$ cat src/rtl/fir_decimate_buffer.sv
// Decimate the 18-bit FIR stream, round/shift/saturate kept samples to 8 bits, buffer in a show-ahead FIFO.
// Latency: 2 clocks from kept input to Data_out_valid when the FIFO is empty.
// Backpressure: none upstream; a kept sample arriving at a full FIFO with no pop is dropped and flagged.

module fir_decimate_buffer_fifo #(
    parameter int W     = 8,
    parameter int DEPTH = 4
) (
    input  logic                       clock,
    input  logic                       reset,
    input  logic                       i_push_vld,
    input  logic [W-1:0]               i_push_dat,
    output logic                       o_push_rdy,
    output logic                       o_pop_vld,
    output logic [W-1:0]               o_pop_dat,
    input  logic                       i_pop_rdy,
    output logic [$clog2(DEPTH):0]     o_level
);
    localparam int AW = $clog2(DEPTH);

    logic [W-1:0]  r_mem [DEPTH];
    logic [AW-1:0] r_wr_ptr;
    logic [AW-1:0] r_rd_ptr;
    logic [AW:0]   r_count;

    logic w_full;
    logic w_pop;
    logic w_push;

    assign w_full = (r_count == (AW+1)'(DEPTH));
    assign w_pop  = (r_count != '0) && i_pop_rdy;
    // A pop in the same cycle frees the slot, so a full FIFO can still accept.
    assign w_push = i_push_vld && (!w_full || w_pop);

    always_ff @(posedge clock or negedge reset) begin
        if (!reset) begin
            for (int i = 0; i < DEPTH; i++) begin
                r_mem[i] <= '0;
            end
        end else if (w_push) begin
            r_mem[r_wr_ptr] <= i_push_dat;
        end
    end

    always_ff @(posedge clock or negedge reset) begin
        if (!reset) begin
            r_wr_ptr <= '0;
            r_rd_ptr <= '0;
            r_count  <= '0;
        end else begin
            if (w_push) begin
                r_wr_ptr <= r_wr_ptr + AW'(1);
            end
            if (w_pop) begin
                r_rd_ptr <= r_rd_ptr + AW'(1);
            end
            case ({w_push, w_pop})
                2'b10:   r_count <= r_count + (AW+1)'(1);
                2'b01:   r_count <= r_count - (AW+1)'(1);
                default: r_count <= r_count;
            endcase
        end
    end

    assign o_push_rdy = !w_full || w_pop;
    assign o_pop_vld  = (r_count != '0);
    assign o_pop_dat  = r_mem[r_rd_ptr];
    assign o_level    = r_count;
endmodule

module fir_decimate_buffer #(
    parameter int word_size_in  = 18,
    parameter int word_size_out = 8,
    parameter int decim_factor  = 4,
    parameter int shift         = 8,
    parameter int depth         = 4
) (
    input  logic                       clock,
    input  logic                       reset,
    input  logic [word_size_in-1:0]    Data_in,
    input  logic                       Data_in_valid,
    output logic [word_size_out-1:0]   Data_out,
    output logic                       Data_out_valid,
    input  logic                       Data_out_ready,
    output logic [$clog2(depth):0]     fill_level,
    output logic                       sat,
    output logic                       overflow
);
    localparam int PW = 5;
    localparam int SW = word_size_in + 1;
    localparam logic [PW-1:0] PH_LAST = PW'(decim_factor - 1);
    localparam logic [SW-1:0] RND     = SW'(1) << (shift - 1);
    localparam logic [SW-1:0] MAXO    = SW'((1 << word_size_out) - 1);

    logic [PW-1:0]            r_phase;
    logic                     r_sv;
    logic [word_size_out-1:0] r_sd;
    logic                     r_sat;

    logic                     w_keep;
    logic [SW-1:0]            w_sum;
    logic [SW-1:0]            w_scaled;
    logic                     w_clip;
    logic [word_size_out-1:0] w_sd_nxt;
    logic                     w_push_rdy;

    assign w_keep = Data_in_valid && (r_phase == '0);

    // One guard bit keeps the rounding add from wrapping near full scale.
    assign w_sum    = {1'b0, Data_in} + RND;
    assign w_scaled = w_sum >> shift;
    assign w_clip   = (w_scaled > MAXO);
    assign w_sd_nxt = w_clip ? {word_size_out{1'b1}} : w_scaled[word_size_out-1:0];

    always_ff @(posedge clock or negedge reset) begin
        if (!reset) begin
            r_phase <= '0;
        end else if (Data_in_valid) begin
            r_phase <= (r_phase == PH_LAST) ? '0 : r_phase + PW'(1);
        end
    end

    always_ff @(posedge clock or negedge reset) begin
        if (!reset) begin
            r_sv  <= 1'b0;
            r_sd  <= '0;
            r_sat <= 1'b0;
        end else begin
            r_sv  <= w_keep;
            r_sat <= w_keep && w_clip;
            if (w_keep) begin
                r_sd <= w_sd_nxt;
            end
        end
    end

    fir_decimate_buffer_fifo #(
        .W     (word_size_out),
        .DEPTH (depth)
    ) u_fifo (
        .clock      (clock),
        .reset      (reset),
        .i_push_vld (r_sv),
        .i_push_dat (r_sd),
        .o_push_rdy (w_push_rdy),
        .o_pop_vld  (Data_out_valid),
        .o_pop_dat  (Data_out),
        .i_pop_rdy  (Data_out_ready),
        .o_level    (fill_level)
    );

    assign sat      = r_sat;
    assign overflow = r_sv && !w_push_rdy;
endmodule

$ cat config.mk
export PLATFORM = sky130hd
export DESIGN_NAME = fir_decimate_buffer
export DESIGN_NICKNAME = d
export VERILOG_FILES = /design/src/rtl/fir_decimate_buffer.sv
export SDC_FILE = /design/constraint.sdc
export NUM_CORES = 1
export LEC_CHECK = 0
export ABC_AREA = 1
export CELL_PAD_IN_SITES_DETAIL_PLACEMENT = 1
export CELL_PAD_IN_SITES_GLOBAL_PLACEMENT = 2
export CORE_MARGIN = 5
export CORE_UTILIZATION = 35
export DETAILED_ROUTE_END_ITERATION = 16
export HOLD_SLACK_MARGIN = 0.1
export PLACE_DENSITY = 0.92
export SYNTH_ARGS = -nofsm -noshare
export SYNTH_HDL_FRONTEND = slang
export SYNTH_SLANG_ARGS = --single-unit
$ cat constraint.sdc
create_clock -name clock -period 6.5 [get_ports clock]
set_clock_uncertainty 0.1 [all_clocks]
set_input_delay 1.3 -clock clock [delete_from_list [all_inputs] [get_ports clock]]
set_output_delay 1.3 -clock clock [all_outputs]
set_load 0.01 [all_outputs]
==> results of run 1 <==
## through the flow
stage	util	setup WS, ns	cell area (µm²)	power, mW	hold slack [ns]
floorplan	-	3.496	2825	0.7870	0.3610
global placement	0.4095	2.575	3197	0.9850	0.3747
detailed placement	0.4095	2.560	3197	1.008	0.3838
CTS	0.4239	2.560	3309	1.243	0.4034
global route	0.4239	2.454	3309	1.323	0.4195
finish	0.4239	2.570	3309	1.228	0.4030
## worst max-delay path, stage by stage
cell and delay (ns):
clkdlybuf4s50_1 0.39, inv_1 0.07, nand3_1 0.12, nor2_1 0.11
clkdlybuf4s50_1 0.54
## cells by family (layout without fill, tap and decap cells)
family	Yosys count	after routing	share of synthesized area
simple gates	161	161	0.2551
fa+ha+maj	9	9	0.04252
xor+xnor	8	8	0.02480
compound gates	71	71	0.1342
buf+inv	42	71	0.06156
flops	54	54	0.4783
mux	1	1	0.003543
## state kept, by name, indices dropped and copies added (netlist names)
name             count
r_phase              5
r_sv                 1
u_fifo.r_rd_ptr      2
u_fifo.r_mem        32
u_fifo.o_level       3
u_fifo.r_wr_ptr      2
r_sd                 8
sat                  1
## cell usage in the layout (no fill, tap or decap), drive strengths merged
cell,Yosys,routed
a21boi,1,1
a21oi,8,8
buf,6,3
bufinv,0,1
clkbuf,2,6
clkdlybuf4s50,0,27
dfrtp,54,54
fa,1,1
ha,8,8
inv,34,34
mux2i,1,1
nand2,101,101
nand3,13,13
nor2,39,39
nor3,2,2
o21ai,54,54
o22ai,8,8
or2,6,6
xnor2,1,1
xor2,7,7
## cell type report
class / instances / area (µm²) / area share
flip-flops and latches: 54 / 1351 / 0.4083
well taps: 102 / 127.6 / 0.03856
multi-input cells: 250 / 1300 / 0.3928
inverters: 34 / 127.6 / 0.03856
clock inverters: 1 / 30.03 / 0.009074
clock buffers: 6 / 82.58 / 0.02495
repair buffers: 30 / 290.3 / 0.08771
## metal layers
layer	part of all wire	wire length [µm]	GRT usage	vias up
li1	-	-	-	1160
met5	0	0	0	-
met4	0.0092	64	0.03046	0
met3	0.040	276	0.02849	7
met1	0.47	3249	0.2026	1170
met2	0.48	3356	0.2504	38
## cells in the mapped netlist (4+ instances only)
| cell type | count |
|---|---|
| o22ai_1 | 8 |
| buf_2 | 4 |
| or2_2 | 6 |
| o21ai_0 | 53 |
| xor2_1 | 7 |
| nor2_1 | 29 |
| dfrtp_1 | 54 |
| nor2_2 | 4 |
| inv_1 | 34 |
| a21oi_1 | 8 |
| nand2_1 | 95 |
| ha_1 | 8 |
| nand2_2 | 6 |
| nor2_4 | 6 |
| nand3_1 | 12 |
## power by group
part	internal (mW)	leakage [nW]	switching, mW
Sequential	0.420	0.711	0.102
Clock	0.123	0.0573	0.110
Combinational	0.206	0.912	0.266
## how the worst max path moves through the flow
stage,startpoint,to,slack (ns),cells past startpoint
2_1_floorplan,Data_out_ready,overflow,3.50,3
3_3_place_gp,Data_out_ready,overflow,2.57,5
3_5_place_dp,Data_out_ready,overflow,2.56,5
4_1_cts,Data_out_ready,overflow,2.56,5
5_1_grt,u_fifo.r_rd_ptr[0],Data_out[3],2.45,4
6_report,Data_out_ready,overflow,2.57,5
==> out/qor.csv, run 1 <==
stage;metric;value;unit
status;outcome;finished clean;
sta;Worst Tran Pin Value;0.6941;ns
critical_path;FF-to-FF path depth;10;
sta;worst rel slew slack;0.5373;
route;post-DR vias/cell;4.979;
placement;Buffers on Ports;28;
route;total number of vias;2375;
run;MaxCap Viol Count;0;
clock_tree;root buffer cell;clkbuf_8;
synth;number of enable flip-flop cells after synthesis;0;
final_layout;final-stage net count;406;
route;drt total wl;6947;µm
worst_hold_path;min-delay worst type;flip-flop to flip-flop;
final_layout;ant diodes;0;
critical_path;Critical Path RT;5.10;ns
global_route;first-pass GRT wire length;12010;µm
floorplan;die width;99.85;µm
synth;Yosys top cell area share;0.4783;
placement;Post-DP HPWL;4794;µm
synth;YS warnings;0;
floorplan;number of placement rows;32;
critical_path;CP max FO;2;
global_route;GRT Total Usage;0.1496;
floorplan;starting density of the core;0.3619;
clock_tree;CTS tree;done;
sta;setup TNS;0;ns
synth;biggest area consumer among synthesized cells;dfrtp_1;
floorplan;Die ar.;9969;µm²
critical_path;CP endpoint kind;output port;
clock_tree;Worst-Skew Late Latency;0.31;ns
global_route;vias in the first global route;2451;
global_route;initial antenna violation count;0;
worst_hold_path;hold depth;2;
critical_path;crit path kind;primary input to output port;
clock_tree;post_cts resized;0;
sta;Max Clock Freq;0.2544;GHz
route;WL/cell;14.56;µm
global_route;Overflow after GRT;0;
synth;Seq cells post-synth;54;
global_route;pin count of the biggest net entering global routing;55;
floorplan;io pins;36;
sta;Final Slew Violations;0;
sta;part of the cycle the worst path needs;0.6047;
clock_tree;CTS Buf Count;5;
final_layout;fill count;955;
final_layout;final cell count without fillers;477;
synth;Syn Area/Cell;8.165;µm²
sta;endpoints failing setup;0;
critical_path;Critical Path AT;2.53;ns
placement;placed insts;470;
clock_tree;Max clock buf depth;2;
sta;post-route minimum period;3.930;ns
route;antenna-violating nets left;0;
placement;GP Congestion;0.7775;
critical_path;critical path launch point type;primary input;
synth;Post-Syn Area;2825;µm²
clock_tree;Hold-fix buffers, CTS;0;
route;drt pass-1 iters;4;
route;drt drc;0;
final_layout;area grow syn2layout;17.14;%
clock_tree;Post-CTS Setup Repair Bufs;0;
sta;Final Hold Vio Count;0;
critical_path;flop2flop setup slack;4.03;ns
final_layout;share of cells above drive strength 1;0.09067;
critical_path;FF-to-FF End;u_fifo.o_level[2];
clock_tree;Clock transition at path regs;0.10;ns
clock_tree;htree depth;2;
critical_path;r2r startpoint;u_fifo.o_level[1];
worst_hold_path;min-delay src;u_fifo.r_mem[18];
floorplan;Die Ht;99.85;µm
synth;Mapped Nets;377;
power;Peak VDD IR;0.1247;mV
clock_tree;clock sinks;54;
synth;FFs w/ async S/R, synth;1.000;
sta;RSZ-0062 raised after global routing;false;
synth;Seq/Total Area, Yosys;0.4783;
route;First DRT Iteration DRCs;120;
synth;Cell variety after synth;25;
worst_hold_path;hold endpoint;u_fifo.r_mem[18];
synth;ys flop type;dfrtp_1;
synth;Syn Inst Count;346;
power;leak pwr;1.680;nW
floorplan;Core Region;7807;µm²
power;pwr dens;371.0;nW/µm²
synth;main area contributors after synthesis;dfrtp_1, nand2_1, o21ai_0, inv_1, nor2_1;
Power figures use the tool's default switching activity.
==> run 2: changes to the inputs <==
--- a/config.mk
+++ b/config.mk
@@ -9,10 +9,10 @@
 export CELL_PAD_IN_SITES_DETAIL_PLACEMENT = 1
 export CELL_PAD_IN_SITES_GLOBAL_PLACEMENT = 2
 export CORE_MARGIN = 5
-export CORE_UTILIZATION = 35
+export CORE_UTILIZATION = 29
 export DETAILED_ROUTE_END_ITERATION = 16
 export HOLD_SLACK_MARGIN = 0.1
-export PLACE_DENSITY = 0.92
+export PLACE_DENSITY = 0.82
 export SYNTH_ARGS = -nofsm -noshare
 export SYNTH_HDL_FRONTEND = slang
 export SYNTH_SLANG_ARGS = --single-unit
==> constraint.sdc (replaced) <==
create_clock -name clock -period 3.6 [get_ports clock]
set_clock_uncertainty 0.1 [all_clocks]
set_input_delay 0.72 -clock clock [delete_from_list [all_inputs] [get_ports clock]]
set_output_delay 0.72 -clock clock [all_outputs]
set_load 0.01 [all_outputs]
==> run 2 against run 1 <==
- cell area increased by 1.3%
- clock power increased by 53%
- sequential share of layout area decreased by 0.52 points
- clock-buffer cell count rose by 1
- register-to-register slack got worse by 2.5 ns
- first-iteration DRC count down 48%
- die area is 19% higher
- non-clock buffer count rose by 3
- hold slack better by 0.0027 ns
- critical path depth shrank 1
- sequential power up 75%
- global-route usage shrank 2.0 points
==> out/qor.csv, run 2 (synthesized netlist as in run 1, its figures left out) <==
stage;metric;value;unit
critical_path;flop2flop setup slack;1.57;ns
sta;Max Clock Freq;0.3514;GHz
floorplan;Die ar.;11820;µm²
route;Met2 Routed Length;3218;µm
critical_path;CP endpoint kind;output port;
sta;part of the cycle the worst path needs;0.7905;
sta;post-route minimum period;2.846;ns
placement;Post-DP Area;3251;µm²
global_route;GRT Total Usage;0.1293;
sta;RSZ-0062 raised after global routing;false;
route;drt pass-1 iters;4;
placement;GP Congestion;0.7381;
critical_path;CP max FO;9;
critical_path;Buf/Inv on CP;2;
power;Design Power;2.163;mW
clock_tree;Max clock buf depth;2;
global_route;Overflow after GRT;0;
global_route;pin count of the biggest net entering global routing;52;
route;post-DR vias/cell;4.586;
global_route;initial antenna violation count;0;
critical_path;crit path kind;flip-flop to output port;
sta;Final Hold Vio Count;0;
worst_hold_path;hold depth;2;
worst_hold_path;min-delay worst type;flip-flop to flip-flop;
final_layout;Largest regs;u_fifo.r_mem: 32 flops, r_sd: 8 flops, r_phase: 5 flops;
route;antenna-violating nets left;0;
clock_tree;CTS Buf Count;5;
floorplan;starting density of the core;0.2931;
clock_tree;clock sinks;54;
placement;Buffers on Ports;28;
critical_path;FF-to-FF End;u_fifo.o_level[2];
final_layout;Final Instance Area;3352;µm²
run;MaxCap Viol Count;0;
floorplan;Die Ht;108.7;µm
critical_path;Critical-path top delay cell;clkdlybuf4s50_1;
final_layout;final-stage net count;409;
critical_path;r2r startpoint;u_fifo.o_level[1];
route;WL/cell;13.52;µm
worst_hold_path;min-delay src;u_fifo.r_mem[21];
floorplan;io pins;36;
clock_tree;htree depth;2;
sta;endpoints failing setup;0;
sta;setup TNS;0;ns
critical_path;CP Cell Sequence;inv_1 -> o21ai_0 -> o22ai_1 -> clkdlybuf4s50_1;
worst_hold_path;hold endpoint;u_fifo.r_mem[21];
final_layout;area grow syn2layout;18.64;%
final_layout;max reg flops;32;
critical_path;max incr delay on CP;0.58;ns
status;outcome;finished clean;
route;max layer used;met4;
route;First DRT Iteration DRCs;63;
clock_tree;post_cts resized;0;
clock_tree;CTS tree;done;
power;pwr dens;645.2;nW/µm²
route;drt drc;0;
critical_path;critical path launch point type;flip-flop;
clock_tree;Clock transition at path regs;0.10;ns
sta;Final Slew Violations;0;
clock_tree;Worst-Skew Late Latency;0.31;ns
critical_path;Critical Path RT;2.78;ns
floorplan;die width;108.7;µm
route;total number of vias;2348;
floorplan;number of placement rows;36;
route;WL met1;3429;µm
final_layout;most common cell after layout, fill and taps aside;nand2_1;
placement;Post-DP HPWL;4867;µm
route;drt total wl;6923;µm
critical_path;CP Depth;4;
final_layout;share of cells above drive strength 1;0.09499;
global_route;first-pass GRT wire length;12280;µm
power;leak pwr;1.685;nW
critical_path;FF-to-FF path depth;9;
clock_tree;root buffer cell;clkbuf_8;
final_layout;Largest Register;u_fifo.r_mem;
sta;Worst Tran Pin Value;0.6604;ns
global_route;vias in the first global route;2501;
sta;worst rel slew slack;0.5597;
critical_path;Critical Path AT;2.03;ns
final_layout;most frequent cells in the layout;nand2_1, dfrtp_1, o21ai_0;
power;Peak VDD IR;0.1678;mV
critical_path;crit-path leading delay family;buffers and inverters;
final_layout;ant diodes;0;
floorplan;Core Region;9639;µm²
route;WL met3;200;µm
run 2: cell count changes in the layout (fill, tap and decap cells not counted), sizes merged:
cell,delta
buf,+2
bufinv,-1
clkbuf,+1
clkinv,+1
dlygate4sd3,+1
run 2: cell type report:
type / instances / area [µm²]
clock buffers: 7 / 86.33
clock inverters: 1 / 5.005
fillers: 1204 / 6287
inverters: 34 / 127.6
multi-input cells: 250 / 1300
flip-flops and latches: 54 / 1351
well taps: 133 / 166.4
repair buffers: 33 / 315.3
run 2: where the power goes:
group	switching [mW]	internal, mW
combinational	0.506	0.383
sequential	0.157	0.760
clock	0.202	0.156
run 2: repair_timing:
action | CTS | global route
hold buffers | 1 | 0
buffers inserted | 0 | 0
endpoints found under the hold margin | 3 | 0
run 2: per-stage QoR:
stage / std cells / hold slack, ns / util / worst slack [ns]
after CTS: 512 / 0.4101 / 0.3477 / 0.7314
after global routing: 512 / 0.4314 / 0.3477 / 0.6051
after detailed placement: 503 / 0.3869 / 0.3372 / 0.8360
after floorplan: 346 / 0.3244 / - / 1.296
final: 512 / 0.4057 / 0.3477 / 0.7543
after global placement: 503 / 0.3754 / 0.3372 / 0.8591
run 2: worst max path at each step:
stage / startpoint / end / slack, ns
after floorplan: Data_out_ready / u_fifo.o_level[2] / 1.30
after global placement: Data_out_ready / overflow / 0.86
after detailed placement: Data_out_ready / u_fifo.o_level[2] / 0.84
after CTS: u_fifo.r_rd_ptr[0] / Data_out[4] / 0.73
after global routing: u_fifo.r_rd_ptr[0] / Data_out[5] / 0.61
final: u_fifo.r_rd_ptr[1] / Data_out[4] / 0.75
run 2: per-layer routing:
| metal | vias to the layer above | global-route usage |
|---|---|---|
| li1 | 1167 | - |
| met1 | 1145 | 0.1733 |
| met2 | 31 | 0.2198 |
| met3 | 5 | 0.02013 |
| met4 | 0 | 0.02976 |
| met5 | - | 0 |
run 2: worst reg2reg max path, stage by stage, from the launching register on:
cell and delay [ns]:
dfrtp_1 0.43, nor2_2 0.17, nand3_1 0.11, nand2_1 0.11, ha_1 0.15, inv_1 0.07
fa_1 0.38, a21oi_1 0.14, o21ai_0 0.11, xor2_1 0.15
==> run 3: changes to the inputs <==
==> constraint.sdc (replaced) <==
create_clock -name clock -period 2.4 [get_ports clock]
set_clock_uncertainty 0.1 [all_clocks]
set_input_delay 0.48 -clock clock [delete_from_list [all_inputs] [get_ports clock]]
set_output_delay 0.48 -clock clock [all_outputs]
set_load 0.01 [all_outputs]
==> run 3 against run 2 <==
- clock power rose by 70%
- register-to-register slack got worse by 1.2 ns
- cell area grew 2.7%
- non-clock buffer count rose by 6
- setup slack got worse by 0.60 ns
- hold slack worse by 0.0043 ns
- critical endpoint is now overflow
- combinational power is 55% higher
- largest cell class unchanged
- utilization increased by 0.92 points
==> out/qor.csv, run 3 (synthesized netlist as in run 1, its figures left out) <==
stage;metric;value;unit
critical_path;crit path kind;primary input to output port;
sta;Final Hold Vio Count;0;
final_layout;ant diodes;0;
clock_tree;clock sinks;54;
sta;Worst Tran Pin Value;0.4378;ns
route;drt total wl;6991;µm
global_route;vias in the first global route;2432;
final_layout;Final Instance Area;3441;µm²
clock_tree;Worst-Skew Late Latency;0.31;ns
final_layout;fill count;1184;
floorplan;die width;108.7;µm
route;First DRT Iteration DRCs;58;
final_layout;share of cells above drive strength 1;0.1091;
floorplan;Core Region;9639;µm²
route;post-DR vias/cell;4.531;
critical_path;Critical Path AT;1.67;ns
sta;Max Clock Freq;0.4451;GHz
floorplan;io pins;36;
final_layout;multi-input logic area;1300;µm²
critical_path;FF-to-FF path depth;9;
final_layout;Largest regs;u_fifo.r_mem: 32 flops, r_sd: 8 flops, r_phase: 5 flops;
route;drt drc;0;
critical_path;FF-to-FF End;u_fifo.o_level[2];
sta;part of the cycle the worst path needs;0.9361;
final_layout;register area;1351;µm²
power;pwr dens;971.5;nW/µm²
final_layout;final cell count without fillers;518;
global_route;pin count of the biggest net entering global routing;40;
placement;placed insts;509;
final_layout;Final Util;0.3570;
worst_hold_path;min-delay worst type;flip-flop to flip-flop;
clock_tree;CTS Buf Count;5;
sta;setup TNS;0;ns
critical_path;critical path launch point type;primary input;
power;leak pwr;1.825;nW
power;Peak VDD IR;0.3069;mV
floorplan;starting density of the core;0.2931;
critical_path;CP endpoint kind;output port;
sta;Worst Hold Slack;0.4013;ns
floorplan;Die Ht;108.7;µm
placement;Post-DP Area;3308;µm²
sta;RSZ-0062 raised after global routing;false;
critical_path;Worst Setup EP;overflow;
clock_tree;Max clock buf depth;2;
floorplan;number of placement rows;36;
final_layout;final-stage net count;415;
global_route;first-pass GRT wire length;12210;µm
sta;post-route minimum period;2.247;ns
final_layout;area grow syn2layout;21.79;%
floorplan;Die ar.;11820;µm²
final_layout;most common cell after layout, fill and taps aside;nand2_1;
final_layout;max reg flops;32;
critical_path;CP max FO;2;
placement;Buffers on Ports;28;
critical_path;flop2flop setup slack;0.39;ns
status;outcome;finished clean;
clock_tree;htree depth;2;
placement;Post-DP HPWL;4977;µm
final_layout;most frequent cells in the layout;nand2_1, dfrtp_1, o21ai_0;
clock_tree;Clock transition at path regs;0.09;ns
sta;endpoints failing setup;0;
route;antenna-violating nets left;0;
critical_path;r2r startpoint;u_fifo.o_level[1];
sta;worst rel slew slack;0.7081;
route;total number of vias;2347;
placement;GP Congestion;0.7605;
clock_tree;CTS tree;done;
global_route;Overflow after GRT;0;
clock_tree;root buffer cell;clkbuf_8;
route;WL/cell;13.50;µm
final_layout;Largest Register;u_fifo.r_mem;
clock_tree;Post-CTS Setup Repair Bufs;0;
sta;Final Slew Violations;0;
critical_path;Critical Path RT;1.82;ns
global_route;GRT Total Usage;0.1322;
route;drt pass-1 iters;4;
critical_path;critical path startpoint;Data_out_ready;
run;MaxCap Viol Count;0;
global_route;initial antenna violation count;0;
-- run 3: worst min path at each step --
stage,startpoint,endpoint,slack [ns],depth (start not counted)
after floorplan,reset,r_phase[0],0.08,0
after global placement,reset,u_fifo.o_level[0],0.28,1
after detailed placement,reset,u_fifo.r_mem[2],0.28,1
after CTS,u_fifo.r_mem[19],u_fifo.r_mem[19],0.40,2
after global routing,r_phase[3],r_phase[3],0.44,1
final,u_fifo.r_mem[19],u_fifo.r_mem[19],0.40,2
-- run 3: layer usage --
| metal | part of all wire | GRT usage | vias to the layer above |
|---|---|---|---|
| li1 | - | - | 1181 |
| met1 | 0.49 | 0.1758 | 1136 |
| met5 | 0 | 0 | - |
| met4 | 0.012 | 0.03787 | 0 |
| met3 | 0.025 | 0.02605 | 5 |
| met2 | 0.47 | 0.2184 | 25 |
-- run 3: area by class of cell --
cell class / count / share of cell area
clock inverter: 1 / 0.008727
clock buffer: 7 / 0.02218
tap: 133 / 0.04836
inverter: 34 / 0.03709
timing repair buffer: 39 / 0.1131
multi-input combinational: 250 / 0.3778
sequential: 54 / 0.3927
-- run 3: power breakdown --
group | total (mW) | switching (mW) | internal (mW) | leakage [nW]
combinational | 1.38 | 0.788 | 0.595 | 1.06
clock | 0.608 | 0.296 | 0.313 | 0.0524
sequential | 1.35 | 0.211 | 1.14 | 0.711
total | 3.34 | 1.29 | 2.05 | 1.82
-- run 3: per-stage QoR --
stage               setup WS, ns  total power, mW
finish                    0.1533            3.343
CTS                     0.008316            3.425
detailed placement      -0.01677            2.810
floorplan                 0.2886            2.131
global placement         0.03864            2.758
global route             0.06300            3.628
-- run 3: critical path, stage by stage --
cell and delay [ns]:
clkdlybuf4s50_1 0.40, inv_1 0.07, nand3_1 0.09, nor2_1 0.09, clkdlybuf4s50_1 0.54
-- run 3: repair_timing --
action | CTS | global route
hold buffers | 1 | 0
endpoints found under the hold margin | 10 | 0
pin swaps | 0 | 0
resized for setup | 2 | 7
setup endpoints to repair | 3 | 7
